===== src/rtl/bp_cfg_pkg.sv =====
// Shared definitions for the boot-time configuration loader: register map,
// sequencer states and the configuration write command layout.
package bp_cfg_pkg;

    // Widest fields any instance may use; the loader slices down to its parameters
    localparam int unsigned CFG_CORE_MAX_W = 6;
    localparam int unsigned CFG_ADDR_MAX_W = 32;
    localparam int unsigned CFG_DATA_MAX_W = 64;

    // Per-tile configuration register map
    localparam logic [CFG_ADDR_MAX_W-1:0] CFG_ADDR_FREEZE     = 32'h0000_0002;
    localparam logic [CFG_ADDR_MAX_W-1:0] CFG_ADDR_CORE_ID    = 32'h0000_0004;
    localparam logic [CFG_ADDR_MAX_W-1:0] CFG_ADDR_CCE_MODE   = 32'h0000_0008;
    localparam logic [CFG_ADDR_MAX_W-1:0] CFG_ADDR_UCODE_BASE = 32'h0000_8000;

    typedef enum logic [3:0] {
        S_IDLE,
        S_FREEZE,
        S_CORE_ID,
        S_UC_RD,
        S_UC_WR,
        S_MODE,
        S_UNFREEZE,
        S_DRAIN,
        S_DONE
    } bp_cfg_loader_state_e;

    typedef struct packed {
        logic [CFG_CORE_MAX_W-1:0] core;
        logic [CFG_ADDR_MAX_W-1:0] addr;
        logic [CFG_DATA_MAX_W-1:0] data;
    } bp_cfg_cmd_s;

endpackage


===== src/rtl/bp_cfg_credit_counter.sv =====
// Up/down credit counter tracking outstanding configuration writes.
// Saturates at both ends; simultaneous increment and decrement cancel.
module bp_cfg_credit_counter #(
    parameter  int unsigned max_credits_p = 8,
    localparam int unsigned CredW         = $clog2(max_credits_p + 1)
) (
    input  logic             clk_i,
    input  logic             reset_n_i,
    input  logic             i_inc,
    input  logic             i_dec,
    output logic [CredW-1:0] o_count,
    output logic             o_full,
    output logic             o_empty
);

    logic [CredW-1:0] r_count;

    // Count handshakes up and acknowledges down, clamped to [0, max_credits_p]
    always_ff @(posedge clk_i or negedge reset_n_i) begin
        if (!reset_n_i) begin
            r_count <= '0;
        end else if (i_inc && !i_dec) begin
            if (r_count != CredW'(max_credits_p)) begin
                r_count <= r_count + CredW'(1);
            end
        end else if (!i_inc && i_dec) begin
            if (r_count != '0) begin
                r_count <= r_count - CredW'(1);
            end
        end
    end

    assign o_count = r_count;
    assign o_full  = (r_count == CredW'(max_credits_p));
    assign o_empty = (r_count == '0);

endmodule


===== src/rtl/bp_cfg_loader.sv =====
// Boot-time configuration sequencer: for every core it freezes the core,
// programs its ID, CCE microcode and CCE mode, then unfreezes it. Writes
// are credit limited and done_o waits for every acknowledge.
// Address and data widths are limited to 32 and 64 bits respectively.
module bp_cfg_loader
    import bp_cfg_pkg::*;
#(
    parameter  int unsigned num_core_p       = 1,
    parameter  int unsigned cfg_addr_width_p = 20,
    parameter  int unsigned cfg_data_width_p = 64,
    parameter  int unsigned ucode_els_p      = 256,
    parameter  int unsigned max_credits_p    = 8,
    parameter  int unsigned cce_mode_p       = 1,
    localparam int unsigned UcAddrW          = $clog2(ucode_els_p),
    localparam int unsigned CoreW            = (num_core_p > 1) ? $clog2(num_core_p) : 1
) (
    input  logic                        clk_i,
    input  logic                        reset_n_i,
    input  logic                        start_i,
    output logic [UcAddrW-1:0]          ucode_addr_o,
    output logic                        ucode_v_o,
    input  logic [cfg_data_width_p-1:0] ucode_data_i,
    output logic                        cmd_v_o,
    input  logic                        cmd_ready_i,
    output logic [CoreW-1:0]            cmd_core_o,
    output logic [cfg_addr_width_p-1:0] cmd_addr_o,
    output logic [cfg_data_width_p-1:0] cmd_data_o,
    input  logic                        resp_v_i,
    output logic                        resp_yumi_o,
    output logic                        busy_o,
    output logic                        done_o
);

    localparam int unsigned CredW = $clog2(max_credits_p + 1);

    bp_cfg_loader_state_e        r_state;
    logic [CoreW-1:0]            r_core;
    logic [UcAddrW-1:0]          r_idx;
    logic [cfg_data_width_p-1:0] r_hold;
    logic                        r_uc_first;
    logic                        r_done;
    logic                        r_rel_first;

    bp_cfg_cmd_s      w_cmd;
    logic             w_wr_state;
    logic             w_hs;
    logic [CredW-1:0] w_credits;
    logic             w_full;
    logic             w_empty;
    logic             w_unused_cmd;

    bp_cfg_credit_counter #(
        .max_credits_p(max_credits_p)
    ) u_credits (
        .clk_i    (clk_i),
        .reset_n_i(reset_n_i),
        .i_inc    (w_hs),
        .i_dec    (resp_v_i),
        .o_count  (w_credits),
        .o_full   (w_full),
        .o_empty  (w_empty)
    );

    // Decode the pending write from the registered state; nothing here
    // depends on cmd_ready_i, so fields stay put while a write is stalled
    always_comb begin
        w_cmd      = '0;
        w_wr_state = 1'b0;
        w_cmd.core = CFG_CORE_MAX_W'(r_core);
        case (r_state)
            S_FREEZE: begin
                w_wr_state = 1'b1;
                w_cmd.addr = CFG_ADDR_FREEZE;
                w_cmd.data = 64'd1;
            end
            S_CORE_ID: begin
                w_wr_state = 1'b1;
                w_cmd.addr = CFG_ADDR_CORE_ID;
                w_cmd.data = 64'(r_core);
            end
            S_UC_WR: begin
                // First cycle is spent latching ROM data into r_hold
                w_wr_state = !r_uc_first;
                w_cmd.addr = CFG_ADDR_UCODE_BASE + 32'(r_idx);
                w_cmd.data = 64'(r_hold);
            end
            S_MODE: begin
                w_wr_state = 1'b1;
                w_cmd.addr = CFG_ADDR_CCE_MODE;
                w_cmd.data = 64'(cce_mode_p);
            end
            S_UNFREEZE: begin
                w_wr_state = 1'b1;
                w_cmd.addr = CFG_ADDR_FREEZE;
                w_cmd.data = '0;
            end
            default: begin
                w_wr_state = 1'b0;
            end
        endcase
    end

    assign cmd_v_o      = w_wr_state & ~w_full;
    assign w_hs         = cmd_v_o & cmd_ready_i;
    assign cmd_core_o   = w_cmd.core[CoreW-1:0];
    assign cmd_addr_o   = w_cmd.addr[cfg_addr_width_p-1:0];
    assign cmd_data_o   = w_cmd.data[cfg_data_width_p-1:0];
    assign w_unused_cmd = ^w_cmd;
    assign ucode_v_o    = (r_state == S_UC_RD);
    assign ucode_addr_o = r_idx;
    assign resp_yumi_o  = resp_v_i;
    assign busy_o       = (r_state != S_IDLE) && (r_state != S_DONE);
    assign done_o       = r_done;

    // Sequencer: per core FREEZE, CORE_ID, (UC_RD, UC_WR) per entry, MODE, UNFREEZE
    always_ff @(posedge clk_i or negedge reset_n_i) begin
        if (!reset_n_i) begin
            r_state    <= S_IDLE;
            r_core     <= '0;
            r_idx      <= '0;
            r_hold     <= '0;
            r_uc_first <= 1'b0;
            r_done     <= 1'b0;
        end else begin
            case (r_state)
                S_IDLE, S_DONE: begin
                    if (start_i) begin
                        r_state <= S_FREEZE;
                        r_core  <= '0;
                        r_idx   <= '0;
                        r_done  <= 1'b0;
                    end
                end
                S_FREEZE: begin
                    if (w_hs) r_state <= S_CORE_ID;
                end
                S_CORE_ID: begin
                    if (w_hs) r_state <= S_UC_RD;
                end
                S_UC_RD: begin
                    r_state    <= S_UC_WR;
                    r_uc_first <= 1'b1;
                end
                S_UC_WR: begin
                    if (r_uc_first) begin
                        r_hold     <= ucode_data_i;
                        r_uc_first <= 1'b0;
                    end else if (w_hs) begin
                        if (r_idx == UcAddrW'(ucode_els_p - 1)) begin
                            r_idx   <= '0;
                            r_state <= S_MODE;
                        end else begin
                            r_idx   <= r_idx + UcAddrW'(1);
                            r_state <= S_UC_RD;
                        end
                    end
                end
                S_MODE: begin
                    if (w_hs) r_state <= S_UNFREEZE;
                end
                S_UNFREEZE: begin
                    if (w_hs) begin
                        if (r_core == CoreW'(num_core_p - 1)) begin
                            r_state <= S_DRAIN;
                        end else begin
                            r_core  <= r_core + CoreW'(1);
                            r_state <= S_FREEZE;
                        end
                    end
                end
                S_DRAIN: begin
                    if (w_empty) begin
                        r_state <= S_DONE;
                        r_done  <= 1'b1;
                    end
                end
                default: begin
                    r_state <= S_IDLE;
                end
            endcase
        end
    end

    // Marks the first cycle after reset release, when stale acks are tolerated
    always_ff @(posedge clk_i or negedge reset_n_i) begin
        if (!reset_n_i) begin
            r_rel_first <= 1'b1;
        end else begin
            r_rel_first <= 1'b0;
        end
    end

    a_no_ack_underflow: assert property (
        @(posedge clk_i) disable iff (!reset_n_i)
        !(resp_v_i && (w_credits == '0) && !r_rel_first)
    );

endmodule

===== config.mk =====
export PLATFORM = sky130hd
export DESIGN_NAME = bp_cfg_loader
export DESIGN_NICKNAME = d
export VERILOG_FILES = /design/src/rtl/bp_cfg_pkg.sv /design/src/rtl/bp_cfg_credit_counter.sv /design/src/rtl/bp_cfg_loader.sv
export SDC_FILE = /design/constraint.sdc
export NUM_CORES = 1
export LEC_CHECK = 0
export BUFFER_PORTS_ARGS = -buffer_cell sky130_fd_sc_hd__buf_2
export CORE_ASPECT_RATIO = 1.4
export CORE_MARGIN = 5
export CORE_UTILIZATION = 44
export DETAILED_ROUTE_END_ITERATION = 6
export PLACE_DENSITY = 0.77
export SYNTH_ARGS = -nofsm -noshare
export SYNTH_HDL_FRONTEND = slang
export SYNTH_SLANG_ARGS = --single-unit

===== constraint.sdc =====
create_clock -name clk_i -period 2.7 [get_ports clk_i]
set_clock_uncertainty 0.2 [all_clocks]
set_input_delay 0.54 -clock clk_i [delete_from_list [all_inputs] [get_ports clk_i]]
set_output_delay 0.54 -clock clk_i [all_outputs]
set_load 0.02 [all_outputs]

==> impl_metrics.csv <==
group,metric,value,unit
worst_setup_path,crit_path_max_fanout,36,
clock_network,cts_tree,"done",
logic_synthesis,synth_cell_types,50,
detailed_routing,vias,3270,
placement,numPortBuffers,154,
floorplan,core,0.00908,mm2
global_route,grt_max_degree,73,
clock_network,clk-insertion-delay-late,0.33,ns
pwr,power_density,1030,mW/mm2
detailed_routing,drc,0,
logic_synthesis,netlist.area_leader.share,49.7,%
logic_synthesis,synth_edf_count,0,
timing,maxSlewViolCount,0,
worst_setup_path,crit_type,"reg -> out",
logic_synthesis,synth_simple_gate_area_share,17.7,%
worst_setup_path,path_delay_family,"buffers and inverters",
placement,preCtsSetupSlack,0.211,ns
pwr,p_int,3640,uW
timing,fin_tns_setup,0,ns
layout,fillers,769,
layout,synthToLayoutAreaGrowth,30.0,%
pwr,netSwitchingFraction,34.4,%
floorplan,rows,41,
global_route,antenna_found_initial,0,
logic_synthesis,synth-main-ff-cell,"dfrtp_1",
logic_synthesis,synthTopCellsByArea,"dfrtp_1 50%, mux2_2 18%, and2_1 10%, buf_4 2.4%, o21ai_0 1.7%",
floorplan,dieArea,0.0114,mm2
pwr,p_switching,1910,uW
logic_synthesis,syn_area_per_cell,11.5,um2
logic_synthesis,yosys-mux-area-fraction,18.5,%
logic_synthesis,yosysMostFrequentCell,"dfrtp_1",
floorplan,ioPinCount,167,
global_route,track_usage,18.4,%
detailed_routing,wl_met1,3880,um
clock_network,htreeDepth,3,
logic_synthesis,ys_seq_area_share,49.7,%
logic_synthesis,synth_compound_area_share,6.97,%
layout,drive_gt1_share,49.6,%
worst_setup_path,crit_chain,"and2b_2, nand2_2, clkinv_1, clkbuf_16, and2_1, buf_2",
global_route,first_global_vias,3568,
layout,finalInstanceArea,0.00537,mm2
worst_setup_path,worstPathArrival,1.84,ns
timing,hold_viol,0,
detailed_routing,drtAntennaViolNets,0,
timing,worstMarginPinSlew,0.562,ns
worst_setup_path,critPathLaunchType,"flip-flop",
status,outcome,"finished, final reports clean",
logic_synthesis,synthCells,358,
floorplan,die_h,125,um
floorplan,initial_core_util,45.4,%
logic_synthesis,async_flop_share,100,%
logic_synthesis,yosysTopAreaCell,"dfrtp_1",
clock_network,cts_setup_buffers,0,
pwr,finalPower,5550,uW
detailed_routing,totalWireLength,10300,um
worst_setup_path,critPathSlowestCell,"dfrtp_2",
detailed_routing,viasPerCell,5.18,
clock_network,root_buffer,"clkbuf_16",
timing,worst_slack,0.115,ns
layout,ff_latch_area,0.00205,mm2
timing,setup_viol,0,
timing,fin_crit,2.58,ns
global_route,grt_pass1_wl,17000,um
worst_setup_path,path_buf_inv,3,
logic_synthesis,synth_xor_area_share,0.849,%
pwr,clkPwrFrac,21.3,%
logic_synthesis,synthTopCellsByCount,"82 x dfrtp_1, 69 x and2_1, 66 x mux2_2",
placement,place.gp.congestion,0.889,
detailed_routing,routed.top_layer,"met4",
timing,slew_headroom,62.1,%
run,maxCapViolCount,0,
worst_setup_path,cpPeakStageDelay,0.44,ns
logic_synthesis,synth_top_family_by_area,"multiplexers",
worst_setup_path,worstPathRequired,1.96,ns
hold_path,worst_hold_path_type,"in -> reg",
clock_network,cts.path.max_buffers,2,
layout,nets,593,
placement,place_inst,614,
clock_network,cts_made_buffers,9,
timing,timing.final.crit_share,95.7,%
layout,final_cells,631,
worst_setup_path,cp-end-kind,"output port",
detailed_routing,drt_pass1_iterations,4,
pwr,combPwrFrac,40.6,%
timing,rsz0062_at_grt,"false",
placement,placed_area,0.00503,mm2
logic_synthesis,syn_area,0.00413,mm2
logic_synthesis,synthAdderAreaFrac,1.39,%
layout,multi_input_area,0.00193,mm2
placement,dp_hpwl,7630,um
global_route,overflow,0,
logic_synthesis,ys_ff_latch,82,
pwr,seqPwrFrac,38.1,%
pwr,leakage,0.00275,uW
floorplan,die_w,91.8,um
timing,fmax,387,MHz
detailed_routing,drt-initial-drc-count,125,
layout,diodes,0,
detailed_routing,dr_wl_met3,706,um
logic_synthesis,synth_warnings,0,
clock_network,clk_transition_reported_paths,0.06,ns
detailed_routing,wl_met2,5500,um
detailed_routing,wl_per_cell,16.3,um
clock_network,cts.sink_count,82,
pwr,ir_drop,0.000517,V
cell usage in the layout, fill, tap and decap left out, types with 2 or more instances in the layout:
| cell | synthesis | layout |
|---|---|---|
| clkbuf_1 | 11 | 2 |
| nor4_1 | 2 | 2 |
| nand2_2 | 1 | 2 |
| nor2b_1 | 3 | 3 |
| o21ai_0 | 14 | 14 |
| dfrtp_2 | 0 | 2 |
| xnor2_1 | 2 | 2 |
| a211oi_1 | 2 | 2 |
| nand3_1 | 6 | 6 |
| nand2b_1 | 3 | 3 |
| a21o_1 | 3 | 3 |
| mux2i_1 | 2 | 2 |
| a21oi_1 | 6 | 6 |
| ha_1 | 3 | 3 |
| nor2_1 | 9 | 9 |
| clkinv_2 | 0 | 2 |
| inv_1 | 3 | 3 |
| nor3_1 | 5 | 5 |
| o41ai_1 | 2 | 2 |
| and2_1 | 69 | 69 |
| conb_1 | 1 | 12 |
| dfrtp_1 | 82 | 80 |
| nand2_1 | 10 | 9 |
| buf_4 | 13 | 14 |
| buf_2 | 6 | 153 |
| clkbuf_16 | 0 | 10 |
| o31ai_1 | 4 | 4 |
| xor2_1 | 2 | 2 |
| mux2_2 | 66 | 66 |
| and3_1 | 3 | 3 |
| nand4_1 | 3 | 3 |
| buf_12 | 0 | 2 |
stage by stage:
| stage | utilization, % | hold slack, ns |
|---|---|---|
| after floorplan | - | 0.0444 |
| after global placement | 55.4 | 0.279 |
| after CTS | 58.7 | 0.223 |
| final | 59.1 | 0.234 |
| after detailed placement | 55.4 | 0.284 |
| after global routing | 59.1 | 0.227 |
cell type report:
class                           instances  share of cell area [%]
Sequential cell                        82                    38.3
Multi-Input combinational cell        252                    36.0
Tap cell                              107                    2.50
Timing Repair Buffer                  171                    17.6
Clock buffer                           12                    4.59
Clock inverter                          3                   0.746
Inverter                                4                   0.280
power groups by stage:
stage	combinational, uW	sequential, uW	clock (uW)
floorplan	1640	2020	0
global placement	2160	2070	0
detailed placement	2240	2120	0
CTS	2250	2100	1210
global route	2470	2190	1270
finish	2250	2110	1180
kinds of logic (layout without fill, tap and decap cells):
kind of cell    count (synthesis)  count (layout)
mux                            68              68
compound gates                 40              40
other cells                     1              12
xor+xnor                        4               4
simple gates                  124             124
buf+inv                        35             190
flops                          82              82
fa+ha+maj                       4               4
per-layer routing:
metal  vias to the layer above  GRT usage (%)
met5                         -              0
met4                         0           7.96
met3                        19           5.44
met2                       119           32.4
met1                      1592           20.2
li1                       1540              -
path summary, 6_finish.rpt:
| path | from | end | slack (ns) | cells after the start |
|---|---|---|---|---|
| worst max-delay path | r_state[2] | cmd_data_o[31] | 0.12 | 6 |
| min in group asynchronous | reset_n_i | r_hold[62] | 0.51 | 2 |
| worst max register to register | u_credits.o_count[3] | u_credits.o_count[3] | 0.19 | 9 |
| worst min-delay path | ucode_data_i[59] | r_hold[59] | 0.23 | 2 |
| max in group asynchronous | reset_n_i | r_hold[34] | 1.23 | 3 |
| worst min register to register | r_hold[6] | r_hold[6] | 0.30 | 1 |
what timing repair did:
action                     4_1_cts  5_1_grt
hold endpoints to repair        32        0
hold buffers                     1        0
gates resized for setup          0        4
setup endpoints to repair        0       68
state kept, by name, summed over array words and instances, names as in the netlist:
| register | flops |
|---|---|
| u_credits.o_count | 4 |
| done_o | 1 |
| r_state | 4 |
| ucode_addr_o | 8 |
| r_uc_first | 1 |
| r_hold | 64 |
worst register-to-register path, cell delays in order, from the launching register on:
cell and delay (ns):
dfrtp_1 0.41, nor4b_1 0.16, buf_4 0.16, a2111oi_4 0.29, nand2b_1 0.13, buf_4 0.17, ha_1 0.31, a21oi_1 0.21
mux2i_1 0.24, xor2_1 0.16
Note: power is estimated with default switching activity, not from simulation.
